### src/rtl/fb_port_responder_if.sv
// rtl/fb_port_responder_if.sv - VGA fetch, CPU data-bus and framebuffer RAM signals of the port responder
interface fb_port_responder_if #(
  parameter int ADDR_WIDTH = 16
);
  logic                  fb_access;
  logic [ADDR_WIDTH-1:0] fb_address;
  logic                  fb_ack;
  logic [15:0]           fb_data;

  logic                  cs;
  logic                  data_m_access;
  logic                  data_m_wr_en;
  logic [ADDR_WIDTH-1:0] data_m_addr;
  logic [15:0]           data_m_data_in;
  logic [1:0]            data_m_bytesel;
  logic [15:0]           data_m_data_out;
  logic                  data_m_ack;

  logic [ADDR_WIDTH-1:0] ram_address;
  logic                  ram_wr_en;
  logic [1:0]            ram_bytesel;
  logic [15:0]           ram_wdata;
  logic [15:0]           ram_rdata;

  modport slave (
    input  fb_access, fb_address,
    output fb_ack, fb_data,
    input  cs, data_m_access, data_m_wr_en, data_m_addr, data_m_data_in, data_m_bytesel,
    output data_m_data_out, data_m_ack,
    output ram_address, ram_wr_en, ram_bytesel, ram_wdata,
    input  ram_rdata
  );

  modport master (
    output fb_access, fb_address,
    input  fb_ack, fb_data,
    output cs, data_m_access, data_m_wr_en, data_m_addr, data_m_data_in, data_m_bytesel,
    input  data_m_data_out, data_m_ack,
    input  ram_address, ram_wr_en, ram_bytesel, ram_wdata,
    output ram_rdata
  );
endinterface

### src/rtl/fb_port_responder.sv
// rtl/fb_port_responder.sv - framebuffer RAM arbiter for VGA prefetch reads and CPU accesses
// Optional FB_CPU_FAIRNESS_EN forces a waiting CPU access through after VGA_BURST_MAX VGA grants.
module fb_port_responder #(
  parameter int ADDR_WIDTH    = 16,
  parameter int VGA_BURST_MAX = 8
) (
  input logic                 sys_clk,
  input logic                 reset_n,
  fb_port_responder_if.slave  bus
);
  typedef enum logic [2:0] {
    IDLE,
    VGA_RD,
    VGA_ACK,
    CPU_RD,
    CPU_ACK,
    CPU_WR
  } state_t;

  localparam logic [3:0] BURST_LIMIT = 4'(VGA_BURST_MAX);

  state_t                state;
  logic                  fb_ack_q;
  logic                  cpu_ack_q;
  logic                  cpu_ack_rd_q;
  logic                  cpu_hold;
  logic [ADDR_WIDTH-1:0] ram_address_q;
  logic                  ram_wr_en_q;
  logic [1:0]            ram_bytesel_q;
  logic [15:0]           ram_wdata_q;

  logic vga_req;
  logic cpu_req;
  logic cpu_first;
  logic grant_cpu;
  logic grant_vga;

  // A CPU master may take one cycle to drop its request after the ack
  assign vga_req   = bus.fb_access;
  assign cpu_req   = bus.cs & bus.data_m_access & ~cpu_hold;
  assign grant_cpu = (state == IDLE) & cpu_req & (cpu_first | ~vga_req);
  assign grant_vga = (state == IDLE) & vga_req & ~grant_cpu;

`ifdef FB_CPU_FAIRNESS_EN
  logic [3:0] burst_cnt;

  assign cpu_first = cpu_req & (burst_cnt >= BURST_LIMIT);

  always_ff @(posedge sys_clk or negedge reset_n) begin
    if (!reset_n) begin
      burst_cnt <= '0;
    end else if (state == IDLE) begin
      if (grant_cpu || !cpu_req) begin
        burst_cnt <= '0;
      end else if (grant_vga) begin
        burst_cnt <= burst_cnt + 4'd1;
      end
    end
  end
`else
  logic unused_burst_limit;

  assign cpu_first          = 1'b0;
  assign unused_burst_limit = ^BURST_LIMIT;
`endif

  always_ff @(posedge sys_clk or negedge reset_n) begin
    if (!reset_n) begin
      state         <= IDLE;
      fb_ack_q      <= 1'b0;
      cpu_ack_q     <= 1'b0;
      cpu_ack_rd_q  <= 1'b0;
      cpu_hold      <= 1'b0;
      ram_address_q <= '0;
      ram_wr_en_q   <= 1'b0;
      ram_bytesel_q <= '0;
      ram_wdata_q   <= '0;
    end else begin
      fb_ack_q    <= 1'b0;
      cpu_ack_q   <= 1'b0;
      ram_wr_en_q <= 1'b0;
      cpu_hold    <= (state == CPU_ACK);
      unique case (state)
        IDLE: begin
          if (grant_cpu) begin
            ram_address_q <= bus.data_m_addr;
            if (bus.data_m_wr_en) begin
              ram_wdata_q   <= bus.data_m_data_in;
              ram_bytesel_q <= bus.data_m_bytesel;
              ram_wr_en_q   <= 1'b1;
              state         <= CPU_WR;
            end else begin
              state <= CPU_RD;
            end
          end else if (grant_vga) begin
            ram_address_q <= bus.fb_address;
            state         <= VGA_RD;
          end
        end
        VGA_RD: begin
          fb_ack_q <= 1'b1;
          state    <= VGA_ACK;
        end
        VGA_ACK: state <= IDLE;
        CPU_RD: begin
          cpu_ack_q    <= 1'b1;
          cpu_ack_rd_q <= 1'b1;
          state        <= CPU_ACK;
        end
        CPU_WR: begin
          cpu_ack_q    <= 1'b1;
          cpu_ack_rd_q <= 1'b0;
          state        <= CPU_ACK;
        end
        CPU_ACK: state <= IDLE;
        default: state <= IDLE;
      endcase
    end
  end

  // RAM read data arrives in the ack cycle itself, so the data outputs are gated rather than registered
  assign bus.fb_ack          = fb_ack_q;
  assign bus.fb_data         = fb_ack_q ? bus.ram_rdata : 16'h0000;
  assign bus.data_m_ack      = cpu_ack_q;
  assign bus.data_m_data_out = (cpu_ack_q & cpu_ack_rd_q) ? bus.ram_rdata : 16'h0000;
  assign bus.ram_address     = ram_address_q;
  assign bus.ram_wr_en       = ram_wr_en_q;
  assign bus.ram_bytesel     = ram_bytesel_q;
  assign bus.ram_wdata       = ram_wdata_q;
endmodule

### src/flat_wrapper.sv
// flat-port wrapper written by rule: the top's interface ports become plain ports
module fb_port_responder_flat 
#(
  parameter int ADDR_WIDTH    = 16,
  parameter int VGA_BURST_MAX = 8
)
  (sys_clk, reset_n, bus_fb_access, bus_fb_address, bus_fb_ack, bus_fb_data, bus_cs, bus_data_m_access, bus_data_m_wr_en, bus_data_m_addr, bus_data_m_data_in, bus_data_m_bytesel, bus_data_m_data_out, bus_data_m_ack, bus_ram_address, bus_ram_wr_en, bus_ram_bytesel, bus_ram_wdata, bus_ram_rdata);
  fb_port_responder_if #(.ADDR_WIDTH(ADDR_WIDTH)) bus_i ();
  input logic sys_clk;
  input logic reset_n;
  input wire logic [$bits(bus_i.fb_access)-1:0] bus_fb_access;
  input wire logic [$bits(bus_i.fb_address)-1:0] bus_fb_address;
  output wire logic [$bits(bus_i.fb_ack)-1:0] bus_fb_ack;
  output wire logic [$bits(bus_i.fb_data)-1:0] bus_fb_data;
  input wire logic [$bits(bus_i.cs)-1:0] bus_cs;
  input wire logic [$bits(bus_i.data_m_access)-1:0] bus_data_m_access;
  input wire logic [$bits(bus_i.data_m_wr_en)-1:0] bus_data_m_wr_en;
  input wire logic [$bits(bus_i.data_m_addr)-1:0] bus_data_m_addr;
  input wire logic [$bits(bus_i.data_m_data_in)-1:0] bus_data_m_data_in;
  input wire logic [$bits(bus_i.data_m_bytesel)-1:0] bus_data_m_bytesel;
  output wire logic [$bits(bus_i.data_m_data_out)-1:0] bus_data_m_data_out;
  output wire logic [$bits(bus_i.data_m_ack)-1:0] bus_data_m_ack;
  output wire logic [$bits(bus_i.ram_address)-1:0] bus_ram_address;
  output wire logic [$bits(bus_i.ram_wr_en)-1:0] bus_ram_wr_en;
  output wire logic [$bits(bus_i.ram_bytesel)-1:0] bus_ram_bytesel;
  output wire logic [$bits(bus_i.ram_wdata)-1:0] bus_ram_wdata;
  input wire logic [$bits(bus_i.ram_rdata)-1:0] bus_ram_rdata;
  assign bus_i.fb_access = bus_fb_access;
  assign bus_i.fb_address = bus_fb_address;
  assign bus_fb_ack = bus_i.fb_ack;
  assign bus_fb_data = bus_i.fb_data;
  assign bus_i.cs = bus_cs;
  assign bus_i.data_m_access = bus_data_m_access;
  assign bus_i.data_m_wr_en = bus_data_m_wr_en;
  assign bus_i.data_m_addr = bus_data_m_addr;
  assign bus_i.data_m_data_in = bus_data_m_data_in;
  assign bus_i.data_m_bytesel = bus_data_m_bytesel;
  assign bus_data_m_data_out = bus_i.data_m_data_out;
  assign bus_data_m_ack = bus_i.data_m_ack;
  assign bus_ram_address = bus_i.ram_address;
  assign bus_ram_wr_en = bus_i.ram_wr_en;
  assign bus_ram_bytesel = bus_i.ram_bytesel;
  assign bus_ram_wdata = bus_i.ram_wdata;
  assign bus_i.ram_rdata = bus_ram_rdata;
  fb_port_responder #(.ADDR_WIDTH(ADDR_WIDTH), .VGA_BURST_MAX(VGA_BURST_MAX)) u_core (.sys_clk(sys_clk), .reset_n(reset_n), .bus(bus_i));
endmodule
### config.mk
export PLATFORM = sky130hd
export DESIGN_NAME = fb_port_responder_flat
export DESIGN_NICKNAME = d
export VERILOG_FILES = /design/src/rtl/fb_port_responder_if.sv /design/src/rtl/fb_port_responder.sv /design/src/flat_wrapper.sv
export SDC_FILE = /design/constraint.sdc
export NUM_CORES = 1
export LEC_CHECK = 0
export CELL_PAD_IN_SITES_DETAIL_PLACEMENT = 0
export CELL_PAD_IN_SITES_GLOBAL_PLACEMENT = 2
export CORE_MARGIN = 4
export CORE_UTILIZATION = 20
export CTS_CLUSTER_DIAMETER = 200
export DETAILED_ROUTE_END_ITERATION = 8
export PLACE_DENSITY = 0.78
export SETUP_SLACK_MARGIN = 0.3
export SLEW_MARGIN = 5
export SYNTH_ARGS = -nofsm -noshare
export SYNTH_HDL_FRONTEND = slang
export SYNTH_SLANG_ARGS = --single-unit
### constraint.sdc
create_clock -name sys_clk -period 1.9 [get_ports sys_clk]
set_clock_uncertainty 0.1 [all_clocks]
set_input_delay 0.475 -clock sys_clk [delete_from_list [all_inputs] [get_ports sys_clk]]
set_output_delay 0.475 -clock sys_clk [all_outputs]
set_load 0.005 [all_outputs]
### Word level (Yosys, flattened, before mapping)

Index checks and enable logic that the tools add are counted.

* bits in registers: 42
* input bits: 72
* output and inout bits: 69
* logic and storage cells: 44

* reduce and logical (&&, ||, !) cells: 6
* muxes and demuxes: 14
* equal/unequal tests: 5
* bitwise gates (word level): 10

Operators with widths (number)
* $mux W16: 4
* $mux W3: 3
* $pmux W3 S3: 1
* $and A1 B1 Y1: 7
* $eq A3 B3 Y1 const B: 2
* $mux W1: 5
* $reduce_bool A2 Y1: 2
* $eq A3 B1 Y1 const B: 1
* $eq A3 B2 Y1 const B: 1
* $logic_not A3 Y1: 1
* $ne A3 B1 Y1 const B: 1
* $not A1 Y1: 3
* $reduce_and A3 Y1: 1
* $pmux W1 S2: 1
* $reduce_and A2 Y1: 1
* $reduce_or A2 Y1: 1

### Depth between registers and ports, before layout

Gate-level depths: netlist of the first run.

* depth in word-level cells: 9
* gate-level depth with buffers: 5
* gate-level depth less buffers: 3

### Worst setup path after synthesis of the first run

Ideal clock, no wire load.

* path kind: input-to-reg
* from: input bus_data_m_access
* to: register u_core.ram_bytesel_q[0], in the netlist u_core.bus.ram_bytesel[0]
* path buffers: 2
* setup time: 0.125 ns
* data required time: 1.675 ns
* stages: 5
* arrival: 1.471 ns
* setup slack: 0.204 ns
* cells stage by stage: and3b_1 > buf_4 > nand4_1 > buf_2 > mux2_4

* cells in the longest elaborated chain, start to end: 5

RTL lines
* from (decl): line flat_wrapper.sv:16 `input wire logic [$bits(bus_i.data_m_access)-1:0] bus_data_m_access;`
* $and A1 B1 Y1 (2 in series): line fb_port_responder.sv:40 `assign cpu_req = bus.cs & bus.data_m_access & ~cpu_hold;`
* $and A1 B1 Y1 (2 in series): line fb_port_responder.sv:41 `assign grant_cpu = (state == IDLE) & cpu_req & (cpu_first | ~vga_req);`
* $reduce_and A3 Y1 (no source line)
* to (signal assigned): line fb_port_responder.sv:89 `ram_bytesel_q <= bus.data_m_bytesel;`
* to (decl): line fb_port_responder.sv:29 `logic [1:0] ram_bytesel_q;`

Every way passes these cells.
A chain may end at the register's enable or synchronous reset.

### Final worst setup path of the first run

* from: register u_core.fb_ack_q, in the netlist u_core.bus.fb_ack
* to: output bus_fb_data[0]

* cells in the longest elaborated chain, start to end: 1

RTL lines
* from (decl): line fb_port_responder.sv:23 `logic fb_ack_q;`
* from (signal assigned): line fb_port_responder.sv:70 `fb_ack_q <= 1'b0;`
* from (signal assigned): line fb_port_responder.sv:79 `fb_ack_q <= 1'b0;`
* from (signal assigned): line fb_port_responder.sv:101 `fb_ack_q <= 1'b1;`
* $mux W16: line fb_port_responder.sv:123 `assign bus.fb_data = fb_ack_q ? bus.ram_rdata : 16'h0000;`
* to (decl): line flat_wrapper.sv:14 `output wire logic [$bits(bus_i.fb_data)-1:0] bus_fb_data;`

Every way passes these cells.

==> Flow_metrics.wiki, run 1 <==
{| class="wikitable"
! Metric !! Value
|-
| Post-route antenna net violation count || 0
|-
| Inserted Clock Buffers || 5
|-
| Total chip power || 6.254 mW
|-
| Cell type with the largest total area after synthesis || dfrtp_1
|-
| Pre-CTS worst setup slack || -0.3044 ns
|-
| Number of failing setup endpoints in the final timing report || 0
|-
| Net count reported at finish || 452
|-
| Crit end category || primary output
|-
| Number of cells traversed by the worst register-to-register path || 6
|-
| Die ar. || 12460 sq um
|-
| Initial core utilization || slightly above 20%
|-
| GR Overflow Total || 0
|-
| Maximum clock path buffer count || 2
|-
| Clock power share || 9.9%
|-
| Worst Setup Path Type || register to primary output
|-
| Number of instances in the synthesized netlist || 193
|-
| Summed negative setup slack over all endpoints || 0 ns
|-
| Final wirelength || 8467 um
|-
| Slew of the pin with the lowest slew margin || ~0.44 ns
|-
| Destination of the critical timing path || bus_fb_data[0]
|-
| Total leakage power || 2.185 nW
|-
| Post-synthesis instance area || 2147 sq um
|-
| Number of cells on the critical path || 4
|-
| Net switching power || 2.143 mW
|-
| Delay-heaviest family, CP || flip-flops
|-
| Internal Dissipation || 4.111 mW
|-
| Setup WS post-layout || 0.08728 ns
|-
| Vias/cell || between 4 and 5
|-
| Cells traversed along the worst timing path || buf_12 > buf_8 > and2_4 > buf_6
|-
| Dpl cells || 468
|-
| Worst path buffer plus inverter count || 3
|-
| Logic gate share of total power || 63.6%
|-
| Largest net degree at the start of global routing || 27
|-
| Proportion of total power due to net switching || 34.26%
|-
| Post-route non-filler standard cell count || 517
|-
| Worst slew margin relative to its limit || between 70 and 80%
|-
| Global-route wire length before repair || around 14000 um
|-
| Clock Latency Late Sink || 0.29 ns
|-
| Slack of the worst reg-to-reg path || 0.20 ns
|-
| DRC errors left || 0
|-
| Async set-or-reset flop fraction in the synthesized netlist || 100.0%
|-
| Sequential cell fraction of total power || 26.5%
|-
| Final weighted congestion in routability-driven placement || 0.8160
|-
| Reg area || about 1100 sq um
|-
| Post-synth top area share || 48.95%
|-
| Clock tree from TritonCTS || yes
|-
| Capture point of the worst reg-to-reg path || u_core.bus.ram_wdata[13]
|-
| Layout-stage area growth over the synthesis result || 120.5%
|-
| Area of the core || slightly above 10000 sq um
|-
| Largest incremental delay on the critical path || approximately 0.45 ns
|-
| Max-cap violations || 0
|-
| CP Data Arrival Time || 1.24 ns
|-
| Fill cell count || 988
|-
| Number of buffer cells added on primary ports || 140
|-
| Number of hold-slack violations in the final timing report || 0
|-
| Top post-synthesis cells by area || dfrtp_1, mux2i_1, mux2_4
|-
| I/O pin count || 141
|-
| First element of the critical path || u_core.bus.fb_ack
|-
| Count of flip-flops with a built-in enable after synthesis || 0
|-
| Syn nets || 265
|-
| Post-route standard cell area excluding fillers || 4735 sq um
|-
| Synth warnings || 0
|-
| CP Data Required Time || approximately 1.3 ns
|-
| WL per Instance || 16.38 um
|-
| RSZ-0062 raised after global routing || true
|-
| 1st-pass router iterations || 4
|-
| Crit path time final || 1.813 ns
|-
| Instance area at placement || 3804 sq um
|-
| DR iter-0 viols || 70
|-
| DP Wirelength || 5427 um
|-
| Antenna violations before repair || 0
|-
| Fin Hold WS || 0.01659 ns
|-
| Dominant cell by count in the synthesized netlist || dfrtp_1
|-
| Setup crit start kind || register
|-
| Number of H-tree levels || 2
|-
| FF-to-FF Start || u_core.state[0]
|-
| TritonCTS sink count || 42
|-
| Maximum VDD drop || approximately 0.00055 V
|-
| Pwr per Cell Area || 1321 nW/um^2
|-
| Floorplan die width || 111.6 um
|-
| Top cells by count, synth || dfrtp_1, a21oi_1
|-
| Synth cell types || 26
|-
| Most used flip-flop cell after synthesis || dfrtp_1
|-
| Number of cell rows || 37
|-
| Sequential share of the synthesized area || roughly half
|-
| Hold crit path type || input port to asynchronous set/reset pin
|-
| Fin util || 45.66%
|-
| Vias after detailed routing || 2319
|-
| All-Layer GR Usage || roughly an eighth
|-
| Vertical die dimension || 111.6 um
|-
| Master of the slowest instance on the critical path || dfrtp_2
|-
| Number of antenna cells inserted || 0
|-
| Vias in the first global route || 2618
|-
| Max Freq || 551.7 MHz
|-
| Final Max Tran Viols || 0
|-
| Outcome || finished, final reports clean
|-
| Footprint of the multi-input gates || 1343 sq um
|-
| Tcrit/Tclk final || 95.41%
|-
| Maximum fanout along the worst path || 6
|-
| Flip-flop and latch count after synthesis || 42
|-
| Clock-pin slew on the worst setup and hold paths || 0.09 ns
|-
| Fraction of layout instances using a drive strength above 1 || 47.77%
|-
| CTS Hold Buffers Added || 0
|-
| Average cell area after synthesis || between 10 and 15 sq um
|-
| Buffer type at the clock tree root || clkbuf_8
|}
-- power by group through the flow --
stage	registers [mW]	clock network [mW]	logic, mW
2_1_floorplan	1.64	0	1.16
3_3_place_gp	1.66	0	2.73
3_5_place_dp	1.67	0	2.75
4_1_cts	1.66	0.641	3.54
5_1_grt	1.73	0.674	4.28
6_report	1.66	0.619	3.98
-- area by class of cell --
cell class | count | share of cell area, %
clock inverters | 1 | 0.1057
inverters | 5 | 0.3964
well taps | 136 | 3.594
clock buffers | 7 | 1.823
repair buffers | 197 | 43.31
multi-input cells | 129 | 28.36
flip-flops and latches | 42 | 22.41
-- cell usage in the layout (no fill, tap or decap), types with 6 or more instances in the layout --
| cell | count |
|---|---|
| buf_4 | 30 |
| a21oi_1 | 10 |
| buf_6 | 45 |
| dlygate4sd2_1 | 48 |
| mux2_4 | 18 |
| clkdlybuf4s50_1 | 56 |
| a21oi_2 | 7 |
| o22ai_4 | 7 |
| or4_1 | 13 |
| clkbuf_8 | 6 |
| o22ai_2 | 9 |
| dfrtp_1 | 36 |
| buf_12 | 6 |
| and3_4 | 15 |
| and2_4 | 15 |
| mux2i_1 | 16 |
-- flip-flops by register name (all words and copies together), names as in the netlist --
signal	flops
u_core.bus.ram_address	16
u_core.bus.ram_wdata	16
u_core.state	3
u_core.bus.ram_bytesel	2
u_core.bus.data_m_ack	1
u_core.bus.fb_ack	1
u_core.bus.ram_wr_en	1
u_core.cpu_ack_rd_q	1
u_core.cpu_hold	1
-- worst min-delay path by stage --
stage            start                         to  slack (ns)  depth (start not counted)
2_1_floorplan  reset_n      u_core.bus.data_m_ack        0.08                          0
3_3_place_gp   reset_n  u_core.bus.ram_address[2]        0.35                          1
3_5_place_dp   reset_n  u_core.bus.ram_address[2]        0.35                          1
4_1_cts        reset_n  u_core.bus.ram_address[2]        0.03                          1
5_1_grt        reset_n  u_core.bus.ram_address[0]        0.03                          1
6_report       reset_n  u_core.bus.ram_address[2]        0.02                          1
-- logic make-up after synthesis --
group | synth area share [%]
simple gates | 18.01
flops | 48.95
compound gates | 9.732
mux | 18.30
buf+inv | 4.604
xor+xnor | 0.4080
-- per-layer routing --
layer,wire (um),up-vias,track usage (%)
li1,-,1090,-
met1,3439,1129,15.20
met2,4433,94,24.21
met3,514,6,3.478
met4,80,0,3.569
met5,0,-,0
-- timing repair --
action	in CTS	in global routing
gates cloned	7	0
pin swaps	43	9
buffers inserted	28	6
setup endpoints to repair	104	71
resized for setup	282	46
-- worst register-to-register path: stages (launching register included) --
cell     delay, ns
dfrtp_2       0.45
nor3_4        0.20
nand4_1       0.13
buf_4         0.16
buf_6         0.13
buf_16        0.13
mux2_4        0.30
Power figures use the tool's default switching activity.
==> inputs of run 2 (changes only) <==
Settings changed: PLACE_DENSITY 0.78 to default, PLACE_DENSITY_LB_ADDON from default to 0.3.
==> run 2 against run 1 <==
Wire length up 2.4%. Critical path depth unchanged. Design area down 1.2%. Core utilization down 0.53 points. Via count down 1.3%. Non-clock buffer count down 1. Cell count down 0.19%. Fmax down 0.95%. Hold slack worse by 0.0081 ns. Sequential share of layout area up 0.21 points. Power down 2.5%.
==> Flow_metrics.wiki, run 2 (synthesized netlist as in run 1, its figures left out) <==
{| class="wikitable"
! Metric !! Value
|-
| Outcome || finished, final reports clean
|-
| Number of antenna cells inserted || 0 (unchanged)
|-
| Final wirelength || 8671 um (+2.4%)
|-
| Maximum VDD drop || 0.0005396 V (-1.5%)
|-
| Final Max Tran Viols || 0 (unchanged)
|-
| Clock-pin slew on the worst setup and hold paths || 0.08 ns (about the same)
|-
| Vias/cell || 4.436 (-1.1%)
|-
| Floorplan die width || 111.6 um (unchanged)
|-
| Most common cell after layout, fill and taps aside || dlygate4sd2_1
|-
| DRC errors left || 0 (unchanged)
|-
| Maximum fanout along the worst path || 8 (+2)
|-
| Crit end category || primary output
|-
| Max Freq || 546.4 MHz (-0.95%)
|-
| Setup crit start kind || register
|-
| Most frequent cells in the layout || dlygate4sd2_1, clkdlybuf4s50_1, buf_6, dfrtp_1, buf_4
|-
| Total leakage power || 2.221 nW (+1.6%)
|-
| WL per Instance || 16.80 um (+2.6%)
|-
| Global-route wire length before repair || 12500 um (-7.5%)
|-
| Number of failing setup endpoints in the final timing report || 0 (unchanged)
|-
| 1st-pass router iterations || 4 (unchanged)
|-
| Antenna violations before repair || 0 (unchanged)
|-
| Number of H-tree levels || 2 (unchanged)
|-
| Post-route non-filler standard cell count || 516 (-0.19%)
|-
| Vias after detailed routing || 2289 (-1.3%)
|-
| Net count reported at finish || 451 (-0.22%)
|-
| I/O pin count || 141 (unchanged)
|-
| Post-route standard cell area excluding fillers || 4679 sq um (-1.2%)
|-
| Die ar. || 12460 sq um (unchanged)
|-
| Number of buffer cells added on primary ports || 140 (unchanged)
|-
| DR iter-0 viols || 71 (+1.4%)
|-
| Layout-stage area growth over the synthesis result || 117.9%
|-
| Number of hold-slack violations in the final timing report || 0 (unchanged)
|-
| Number of cell rows || 37 (unchanged)
|-
| Buffer type at the clock tree root || clkbuf_8
|-
| Tcrit/Tclk final || 96.32% (+0.91 points)
|-
| RSZ-0062 raised after global routing || true
|-
| CP Data Arrival Time || 1.26 ns (+0.02 ns)
|-
| Slew of the pin with the lowest slew margin || 0.4396 ns (-0.003860 ns)
|-
| Clock Latency Late Sink || 0.29 ns (about the same)
|-
| DP Wirelength || 5434 um (+0.14%)
|-
| Worst Setup Path Type || register to primary output
|-
| Dpl cells || 470 (+0.43%)
|-
| Area of the core || 10370 sq um (unchanged)
|-
| Summed negative setup slack over all endpoints || 0 ns (unchanged)
|-
| CTS Hold Buffers Added || 0 (unchanged)
|-
| Total chip power || 6.097 mW (-2.5%)
|-
| Initial core utilization || 20.70% (unchanged)
|-
| Clock tree from TritonCTS || yes
|-
| Inserted Clock Buffers || 5 (unchanged)
|-
| Largest net degree at the start of global routing || 23 (-15%)
|-
| TritonCTS sink count || 42 (unchanged)
|-
| Hold crit path type || input port to asynchronous set/reset pin
|-
| Fin util || 45.13% (-0.53 points)
|-
| Fraction of layout instances using a drive strength above 1 || 46.05% (-1.7 points)
|-
| Instance area at placement || 3819 sq um (+0.39%)
|-
| Pwr per Cell Area || 1303 nW/um^2 (-1.4%)
|-
| All-Layer GR Usage || 12.53% (-0.70 points)
|-
| Max-cap violations || 0 (unchanged)
|-
| Post-route antenna net violation count || 0 (unchanged)
|-
| Vertical die dimension || 111.6 um (unchanged)
|-
| Worst slew margin relative to its limit || 70.69% (+0.26 points)
|-
| Final weighted congestion in routability-driven placement || 0.7830 (-4.0%)
|-
| GR Overflow Total || 0 (unchanged)
|-
| Maximum clock path buffer count || 2 (unchanged)
|-
| Vias in the first global route || 2335 (-11%)
|-
| Crit path time final || 1.830 ns (+0.01736 ns)
|-
| CP Data Required Time || 1.32 ns (about the same)
|}
## run 2: final cells by class
| cell class | instances | area [sq um] |
|---|---|---|
| flip-flops and latches | 42 | 1059 |
| well taps | 136 | 170.2 |
| multi-input cells | 129 | 1281 |
| inverters | 5 | 18.77 |
| fillers | 1007 | 5690 |
| clock buffers | 7 | 86.33 |
| clock inverters | 1 | 5.005 |
| repair buffers | 196 | 2059 |
## run 2: worst paths after layout
path | startpoint | to | slack, ns | cells past startpoint
max reg2reg | u_core.state[2] | u_core.bus.ram_address[8] | 0.13 | 6
max in group asynchronous | reset_n | u_core.bus.ram_wdata[5] | 1.21 | 2
min | reset_n | u_core.bus.ram_address[2] | 0.008 | 1
max | u_core.bus.data_m_ack | bus_data_m_data_out[12] | 0.07 | 4
min reg2reg | u_core.bus.ram_bytesel[1] | u_core.bus.ram_bytesel[1] | 0.41 | 1
min in group sys_clk | u_core.bus.ram_bytesel[1] | u_core.bus.ram_bytesel[1] | 0.41 | 1
## run 2: worst max-delay path: stages (launching register included)
cell,delay (ns)
dfrtp_2,0.43
buf_6,0.13
buf_16,0.13
and3_4,0.16
buf_6,0.11
## run 2: stage by stage
step	hold slack [ns]	setup slack, ns
global placement	0.3320	-0.2738
detailed placement	0.3373	-0.2747
floorplan	0.07941	0.2883
CTS	0.006520	0.01370
global route	0.01445	0.01667
finish	0.008463	0.06992
## run 2: routing by layer
layer  wire length (um)  vias to the layer above  share of wire [%]  global-route usage, %
met1               3676                     1098                 42                  14.99
li1                   -                     1089                  -                      -
met3                545                        9                6.3                  4.348
met4                 99                        0                1.1                  3.163
met5                  0                        -                  0                      0
met2               4349                       93                 50                  21.55
## run 2: what timing repair did
action / CTS / global route
gates cloned: 5 / 5
endpoints found under the hold margin: 0 / 0
gates resized for setup: 161 / 142
setup endpoints to repair: 104 / 71
buffers inserted: 17 / 11
pin swaps: 9 / 41
## run 2: report_power, final
part / total, mW / switching (mW) / internal, mW
registers: 1.63 / 0.309 / 1.32
logic: 3.85 / 1.45 / 2.40
clock network: 0.612 / 0.318 / 0.294
total: 6.10 / 2.08 / 4.02
